**src/rtl/mem_port_arbiter.sv**
```systemverilog
// Two-requester arbiter for the single 16-bit memory port: instruction fetch (read-only)
// and data port (read/write), fixed wait states, registered data, one-cycle acks.
module mem_port_arbiter #(
  parameter int WAIT_STATES   = 0,
  parameter int MAX_DP_STREAK = 4
) (
  input  logic        clk,
  input  logic        rst_n,
  input  logic        if_req,
  input  logic [15:0] if_addr,
  output logic        if_ack,
  output logic [15:0] if_rdata,
  input  logic        dp_req,
  input  logic        dp_we,
  input  logic [15:0] dp_addr,
  input  logic [15:0] dp_wdata,
  output logic        dp_ack,
  output logic [15:0] dp_rdata,
  output logic [15:0] mem_addr,
  output logic [15:0] mem_wdata,
  output logic        mem_we,
  input  logic [15:0] mem_rdata,
  output logic        stall_if,
  output logic        stall_dp
);

  localparam int CW = (WAIT_STATES > 0) ? $clog2(WAIT_STATES + 1) : 1;
  localparam logic [CW-1:0] LAST = CW'(WAIT_STATES);
  localparam logic [3:0]    SMAX = 4'(MAX_DP_STREAK);

  typedef enum logic {IDLE, ACCESS} state_t;

  state_t        state, state_nxt;
  logic [CW-1:0] wcnt;
  logic [3:0]    streak;
  logic          win_dp, op_we;
  logic          if_elig, dp_elig, grant_if, grant_dp, last;

  // A requester is masked in its own ack cycle: its req still reflects the finished access.
  always_comb begin
    if_elig   = if_req & ~if_ack;
    dp_elig   = dp_req & ~dp_ack;
    grant_if  = 1'b0;
    grant_dp  = 1'b0;
    last      = 1'b0;
    state_nxt = state;
    case (state)
      IDLE: begin
        grant_if = if_elig & (~dp_elig | (streak == SMAX));
        grant_dp = dp_elig & ~grant_if;
        if (grant_if | grant_dp) state_nxt = ACCESS;
      end
      ACCESS: begin
        last = (wcnt == LAST);
        if (last) state_nxt = IDLE;
      end
      default: state_nxt = IDLE;
    endcase
  end

  always_ff @(posedge clk or negedge rst_n) begin
    if (!rst_n) state <= IDLE;
    else        state <= state_nxt;
  end

  always_ff @(posedge clk or negedge rst_n) begin
    if (!rst_n) begin
      wcnt      <= '0;
      streak    <= '0;
      win_dp    <= 1'b0;
      op_we     <= 1'b0;
      mem_addr  <= '0;
      mem_wdata <= '0;
      mem_we    <= 1'b0;
      if_ack    <= 1'b0;
      dp_ack    <= 1'b0;
      if_rdata  <= '0;
      dp_rdata  <= '0;
    end else begin
      if_ack <= last & ~win_dp;
      dp_ack <= last & win_dp;
      mem_we <= 1'b0;
      if (grant_if | grant_dp) begin
        win_dp   <= grant_dp;
        op_we    <= grant_dp & dp_we;
        mem_addr <= grant_dp ? dp_addr : if_addr;
        if (grant_dp) mem_wdata <= dp_wdata;
        wcnt     <= '0;
        // mem_we is registered, so it is raised on the edge entering the final access cycle.
        mem_we   <= grant_dp & dp_we & (WAIT_STATES == 0);
        if (grant_dp & if_elig) begin
          if (streak != SMAX) streak <= streak + 4'd1;
        end else begin
          streak <= '0;
        end
      end else if ((state == ACCESS) && !last) begin
        wcnt   <= wcnt + CW'(1);
        mem_we <= op_we & ((wcnt + CW'(1)) == LAST);
      end
      if (last && !op_we) begin
        if (win_dp) dp_rdata <= mem_rdata;
        else        if_rdata <= mem_rdata;
      end
    end
  end

  assign stall_if = if_req & ~if_ack;
  assign stall_dp = dp_req & ~dp_ack;

endmodule
```
**config.mk**
```make
export PLATFORM = sky130hd
export DESIGN_NAME = mem_port_arbiter
export DESIGN_NICKNAME = d
export VERILOG_FILES = /design/src/rtl/mem_port_arbiter.sv
export SDC_FILE = /design/constraint.sdc
export NUM_CORES = 1
export LEC_CHECK = 0
export ABC_AREA = 1
export BUFFER_PORTS_ARGS = -buffer_cell sky130_fd_sc_hd__buf_2
export CORE_MARGIN = 2
export CORE_UTILIZATION = 52
export CTS_BUF_LIST = sky130_fd_sc_hd__clkbuf_4 sky130_fd_sc_hd__clkbuf_8 sky130_fd_sc_hd__clkbuf_16
export DETAILED_ROUTE_END_ITERATION = 8
export PLACE_DENSITY = 0.95
export RECOVER_POWER = 25
export SKIP_CTS_REPAIR_TIMING = 1
export SYNTH_ARGS = -nofsm -noshare
export SYNTH_HDL_FRONTEND = slang
export SYNTH_SLANG_ARGS = --single-unit
```
**constraint.sdc**
```tcl
create_clock -name clk -period 4.76 [get_ports clk]
set_clock_uncertainty 0.2 [all_clocks]
set_input_delay 0.238 -clock clk [delete_from_list [all_inputs] [get_ports clk]]
set_output_delay 0.238 -clock clk [all_outputs]
set_load 0.05 [all_outputs]
```
==> run metrics, run 1 <==
Synth Warn #=0; post-synthesis cell type count=22; Logic pwr share=54.0%; Num CTS Buffers=9; clk slew on worst S/H paths=80 ps; die height=84.5 um; most instantiated cells after synthesis=121 x nand2_1, 75 x dfrtp_1, 60 x inv_1; die width=84.5 um; CTS tree=yes; Design Area, Final=4520 um^2; crit path max fanout=35; initial antenna violation count=0; PnR Total Power=0.00371 W; sw frac=54.1%; Hold WC Path Type=in2reg; # diodes=0; site row count=29; final setup TNS=0 ps; top post-synthesis cells by area=dfrtp_1 56%, nand2_1 13%, nand3_1 7.6%, inv_1 6.7%, o21ai_2 4.9%; Hold Worst Slack=-1.87 ps; ys async rst share=100%; max-slew violation count=0; dpl cells=576; Setup Viol. Count Final=0; clk sinks=75; Flop pwr share=30.1%; Util after Layout=71.6%; layout cells sized above 1=23.5%; Post-synth EDFFs=0; status=finished with violations; critical path class=reg2reg; Maximum Capacitance Violations=0; clk_lat worst skew=330 ps; Reg2Reg Setup Slack=1990 ps; Synth Instances=381; Placed Instance Area=4000 um^2; initial DRC count=159; achievable clock frequency=0.361 GHz; Initial Util=53.3%; GRT overflow=0; number of synthesized register bits=75; VDD IR max=583 uV; vias in the first global route=2967; wire per inst=13.9 um; Synth top area share=55.8%; Final HPWL DP=5340 um; count leader, synth=nand2_1; DRC Markers=0; critical path arrival=2850 ps; Int Power=0.00170 W; unrepaired setup endpoints after global routing=false; Finished Layout Cells=626; Clock Tree Buf Depth=2; power per cell area=821 nW/um^2; largest net degree at the start of global routing=76; Fill cells=492; fraction of the cycle the final worst path needs=58.2%; Primary FF master, synth=dfrtp_1; router iterations before antenna repair=5; Core Footprint=6310 um^2; startpoint type of the worst setup path=flop; worst r2r path cells=5; Leak=2.49 nW; routed via count=3133; switching power total=0.00201 W; Nets=615; Worst Max-Slew Pin Slew=1220 ps; failing checks=negative hold slack; Relative slew margins=18.4%; P&R area growth vs syn=34.2%; final WL=8690 um; post-synthesis net count=452; Top Ports=138; Mapped Avg Cell Area=8.83 um^2; Worst setup EP type=flop; cell taking the most area after synthesis=dfrtp_1; sequential area share after synthesis=55.8%; Critical Path RT=4840 ps; first-pass GRT wire length=12700 um; root buffer cell=clkbuf_8; vias per cell=5.00; GRT Resource Usage Total=22.1%; Post-DRT Antenna Nets=0; final hold vios=3; Tmin final=2770 ps; Worst Hold Path Cells=5; clock power share=15.9%; full die area=7130 um^2; Port-buffer cells=137; Final GP Congestion=0.813; synthesized area=3370 um^2; htree depth=3
## routing by layer
| metal | up-vias | global-route usage, % | wire (um) | share of wire, % |
|---|---|---|---|---|
| met4 | 0 | 11.4 | 237 | 2.7 |
| li1 | 1502 | - | - | - |
| met2 | 147 | 36.2 | 4410 | 51 |
| met5 | - | 0 | 0 | 0 |
| met1 | 1459 | 26.5 | 3420 | 39 |
| met3 | 25 | 6.39 | 622 | 7.2 |
## power by group through the flow
| stage | Sequential (W) | Clock (W) | Combinational (W) |
|---|---|---|---|
| detailed placement | 0.00111 | 0 | 0.00204 |
| global placement | 0.00110 | 0 | 0.00199 |
| finish | 0.00112 | 0.000592 | 0.00200 |
| CTS | 0.00111 | 0.000599 | 0.00204 |
| global route | 0.00115 | 0.000632 | 0.00214 |
| floorplan | 0.00206 | 0 | 0.000671 |
## layout make-up
cell class | count | area [um^2] | area share (%)
clock buffer | 11 | 145 | 3.21
clock inverter | 5 | 100 | 2.22
inverter | 62 | 233 | 5.15
multi-input combinational | 225 | 1100 | 24.4
sequential | 75 | 1880 | 41.5
tap | 77 | 96.3 | 2.13
timing repair buffer | 171 | 963 | 21.3
## logic make-up after synthesis
family,synth area share [%]
xor+xnor,0.521
flops,55.8
fa+ha+maj,0.743
compound gates,8.03
buf+inv,11.4
simple gates,23.6
## worst max-delay path, stage by stage, from the launching register on
cell	delay (ps)
dfrtp_1	420
nor3_4	1000
nand2_2	690
nand2_1	220
nand3_1	90
nand2_1	90
## cells in the final DEF (no fill, tap or decap), types with 3 or more instances in the layout
cell           count
o21ai_2           19
nand2_1          121
nand2_2            3
bufinv_16          3
buf_2             84
o21ai_1           13
o21ai_0            4
clkbuf_8          10
dfrtp_1           75
dlygate4sd3_1     34
o22ai_1            3
inv_1             61
clkbuf_1          52
nand3_1           51
## final timing paths
check	from	to
setup / recovery	dp_ack$_DFF_PN0_	mem_addr[2]$_DFFE_PN0P_
hold / removal	if_addr[8]	mem_addr[8]$_DFFE_PN0P_
setup reg to reg	dp_ack$_DFF_PN0_	mem_addr[2]$_DFFE_PN0P_
hold reg to reg	mem_wdata[6]$_DFFE_PN0P_	mem_wdata[6]$_DFFE_PN0P_
max in group asynchronous	rst_n	dp_rdata[5]$_DFFE_PN0P_
min in group asynchronous	rst_n	if_rdata[12]$_DFFE_PN0P_
## stage by stage
| stage | setup WS (ps) | hold slack [ps] |
|---|---|---|
| global placement | 2100 | 221 |
| floorplan | 2520 | -258 |
| CTS | 2030 | -131 |
| global route | 1720 | 1.10 |
| detailed placement | 2040 | 238 |
| finish | 1990 | -1.87 |
## registers in the layout, indices dropped and copies added, names as in the netlist, 4 cells and up
signal / count
streak: 4
dp_rdata: 16
mem_addr: 16
if_rdata: 16
mem_wdata: 16
No activity file was read; power rests on OpenSTA's default activity.
==> run 2: changes to the inputs <==
--- a/config.mk
+++ b/config.mk
@@ -5,13 +5,13 @@
 export SDC_FILE = /design/constraint.sdc
 export NUM_CORES = 1
 export LEC_CHECK = 0
-export ABC_AREA = 1
+export ABC_AREA = 0
 export BUFFER_PORTS_ARGS = -buffer_cell sky130_fd_sc_hd__buf_2
 export CORE_MARGIN = 2
-export CORE_UTILIZATION = 52
+export CORE_UTILIZATION = 43
 export CTS_BUF_LIST = sky130_fd_sc_hd__clkbuf_4 sky130_fd_sc_hd__clkbuf_8 sky130_fd_sc_hd__clkbuf_16
 export DETAILED_ROUTE_END_ITERATION = 8
-export PLACE_DENSITY = 0.95
+export PLACE_DENSITY = 0.87
 export RECOVER_POWER = 25
 export SKIP_CTS_REPAIR_TIMING = 1
 export SYNTH_ARGS = -nofsm -noshare
==> constraint.sdc (replaced) <==
create_clock -name clk -period 2.5 [get_ports clk]
set_clock_uncertainty 0.2 [all_clocks]
set_input_delay 0.125 -clock clk [delete_from_list [all_inputs] [get_ports clk]]
set_output_delay 0.125 -clock clk [all_outputs]
set_load 0.05 [all_outputs]
==> run 2 against run 1 <==
Compared with the run above:
- the flow still finishes with violations (negative hold slack)
- largest power group unchanged
- maximum frequency grew 33%
- power grew 96%
- synthesized area shrank 4.6%
- register-to-register slack lost 1600 ps
- first-iteration DRC count shrank 45%
- synthesized cell count shrank 41%
- die area grew 15%
==> run metrics, run 2 <==
Tmin final=2090 ps; full die area=8170 um^2; Worst Max-Slew Pin Slew=906 ps; wire per inst=16.8 um; status=finished with violations; Initial Util=44.3%; number of synthesized register bits=75; clk sinks=75; Core Footprint=7250 um^2; Final HPWL DP=5230 um; layout cells sized above 1=42.0%; Reg2Reg Capture Point=mem_wdata[5]$_DFFE_PN0P_; worst path bufs/invs=2; Clock Tree Buf Depth=2; initial DRC count=87; fraction of the cycle the final worst path needs=83.6%; routed via count=2740; most instantiated cells after synthesis=75 x dfrtp_1, 43 x mux2_2, 16 x nor4b_1, 16 x o21ai_0, 16 x o221a_2; Post-synth EDFFs=0; # diodes=0; Critical Path RT=2530 ps; die height=90.4 um; CTS tree=yes; Maximum Capacitance Violations=0; power per cell area=1530 nW/um^2; post-synthesis cell type count=29; failing checks=negative hold slack; Num CTS Buffers=9; cell family with most CP delay=buffers and inverters; VDD IR max=735 uV; achievable clock frequency=0.479 GHz; synthesized area=3210 um^2; Synth top area share=58.5%; clk slew on worst S/H paths=80 ps; unrepaired setup endpoints after global routing=false; max-slew violation count=0; Hold Path Sink=mem_addr[15]$_DFFE_PN0P_; worst path cell trace=inv_1 > ha_1 > and3b_1 > a211oi_4 > buf_4 > mux2_2; critical path class=reg2reg; clk_lat worst skew=340 ps; Top Ports=138; Place WS=404 ps; worst reg2reg path startpoint=streak[0]$_DFFE_PN0P_; DRC Markers=0; critical path arrival=2120 ps; GRT overflow=0; Reg2Reg Setup Slack=410 ps; Relative slew margins=39.6%; top post-synthesis cells by area=dfrtp_1 58%, mux2_2 15%, o221a_2 5.6%, nor4b_1 4.4%, mux2_4 3.3%; Hold Worst Slack=-25.8 ps; Primary FF master, synth=dfrtp_1; final WL=8810 um; Nets=492; setup ws final=411 ps; slowest CP cell=mux2_2; vias in the first global route=2454; startpoint type of the worst setup path=flop; sequential area share after synthesis=58.5%; count leader, synth=dfrtp_1; vias per cell=5.22; post-synthesis net count=294; GRT Resource Usage Total=18.4%; final hold vios=3; P&R area growth vs syn=47.9%; Util after Layout=65.4%; Hold WC Path Type=in2reg; site row count=31; initial antenna violation count=0; worst r2r path cells=6; die width=90.4 um; router iterations before antenna repair=4; Setup Viol. Count Final=0; htree depth=3; Final GP Congestion=0.841; cell taking the most area after synthesis=dfrtp_1; largest net degree at the start of global routing=76; final setup TNS=0 ps; ys async rst share=100%; Port-buffer cells=137; Post-DRT Antenna Nets=0; Worst setup EP type=flop; Leak=2.09 nW; root buffer cell=clkbuf_8; commonest non-fill, non-tap cell in the layout=buf_2; first-pass GRT wire length=12000 um; Mapped Avg Cell Area=14.4 um^2; crit path max fanout=19; Synth Instances=223; Synth Warn #=0; min-delay src=if_addr[15]; Worst Hold Path Cells=4; largest stage delay on the critical path=380 ps; commonest cells after routing, fill and taps aside=84 x buf_2, 75 x dfrtp_1, 59 x dlygate4sd3_1, 52 x clkbuf_1, 43 x mux2_2
run 2: cell count changes after synthesis, sizes merged, moves of 6 or more:
cell,change
inv,-58
buf,-8
nand3,-51
o21ai,-20
o221a,+16
nor4b,+16
clkbuf,+6
nand2,-122
mux2,+50
run 2: power breakdown:
group / total, W / switching [W] / internal (W)
logic: 0.00404 / 0.00288 / 0.00116
registers: 0.00217 / 0.000372 / 0.00180
clock network: 0.00106 / 0.000465 / 0.000600
total: 0.00728 / 0.00372 / 0.00356
run 2: layer usage:
metal / GRT usage (%) / up-vias / part of all wire, %
li1: - / 1231 / -
met1: 23.3 / 1355 / 40
met4: 9.23 / 0 / 3.0
met5: 0 / - / 0
met3: 2.92 / 29 / 5.1
met2: 30.7 / 125 / 52
run 2: cell families after synthesis:
group / Yosys count / synth area share, %
adders and majority gates: 2 / 0.779
and+or+nand+nor: 32 / 7.44
DFF: 75 / 58.5
AOI/OAI and AO/OA: 43 / 11.5
muxes: 50 / 18.4
buffers and inverters: 21 / 3.47
run 2: final cells by class:
type,count,area [um^2]
clock buffer,10,138
clock inverter,6,95.1
fill,573,2510
inverter,4,17.5
multi-input combinational,127,1220
sequential,75,1880
tap,99,124
timing repair buffer,204,1270
run 2: worst max path at each step:
stage | startpoint | endpoint | slack [ps] | cells past startpoint
6_report | streak[0]$_DFFE_PN0P_ | mem_wdata[5]$_DFFE_PN0P_ | 410 | 6
5_1_grt | streak[0]$_DFFE_PN0P_ | mem_wdata[5]$_DFFE_PN0P_ | 300 | 6
3_3_place_gp | streak[0]$_DFFE_PN0P_ | mem_wdata[8]$_DFFE_PN0P_ | 450 | 6
2_1_floorplan | if_ack$_DFF_PN0_ | mem_wdata[0]$_DFFE_PN0P_ | 160 | 6
4_1_cts | streak[0]$_DFFE_PN0P_ | mem_wdata[5]$_DFFE_PN0P_ | 400 | 6
3_5_place_dp | streak[0]$_DFFE_PN0P_ | mem_wdata[5]$_DFFE_PN0P_ | 400 | 6
run 2: through the flow:
step,std cells,power [W],area [um^2]
floorplan,223,0.00529,3210
global placement,450,0.00610,3990
detailed placement,450,0.00621,3990
CTS,466,0.00730,4220
global route,525,0.00759,4750
finish,525,0.00728,4750
run 2: worst min-delay path, delay by kind of cell:
kind	cells	cell delay [ps]
buffers and inverters	1	80
AO/OA/AOI/OAI	2	230
AND/OR/NAND/NOR	1	40
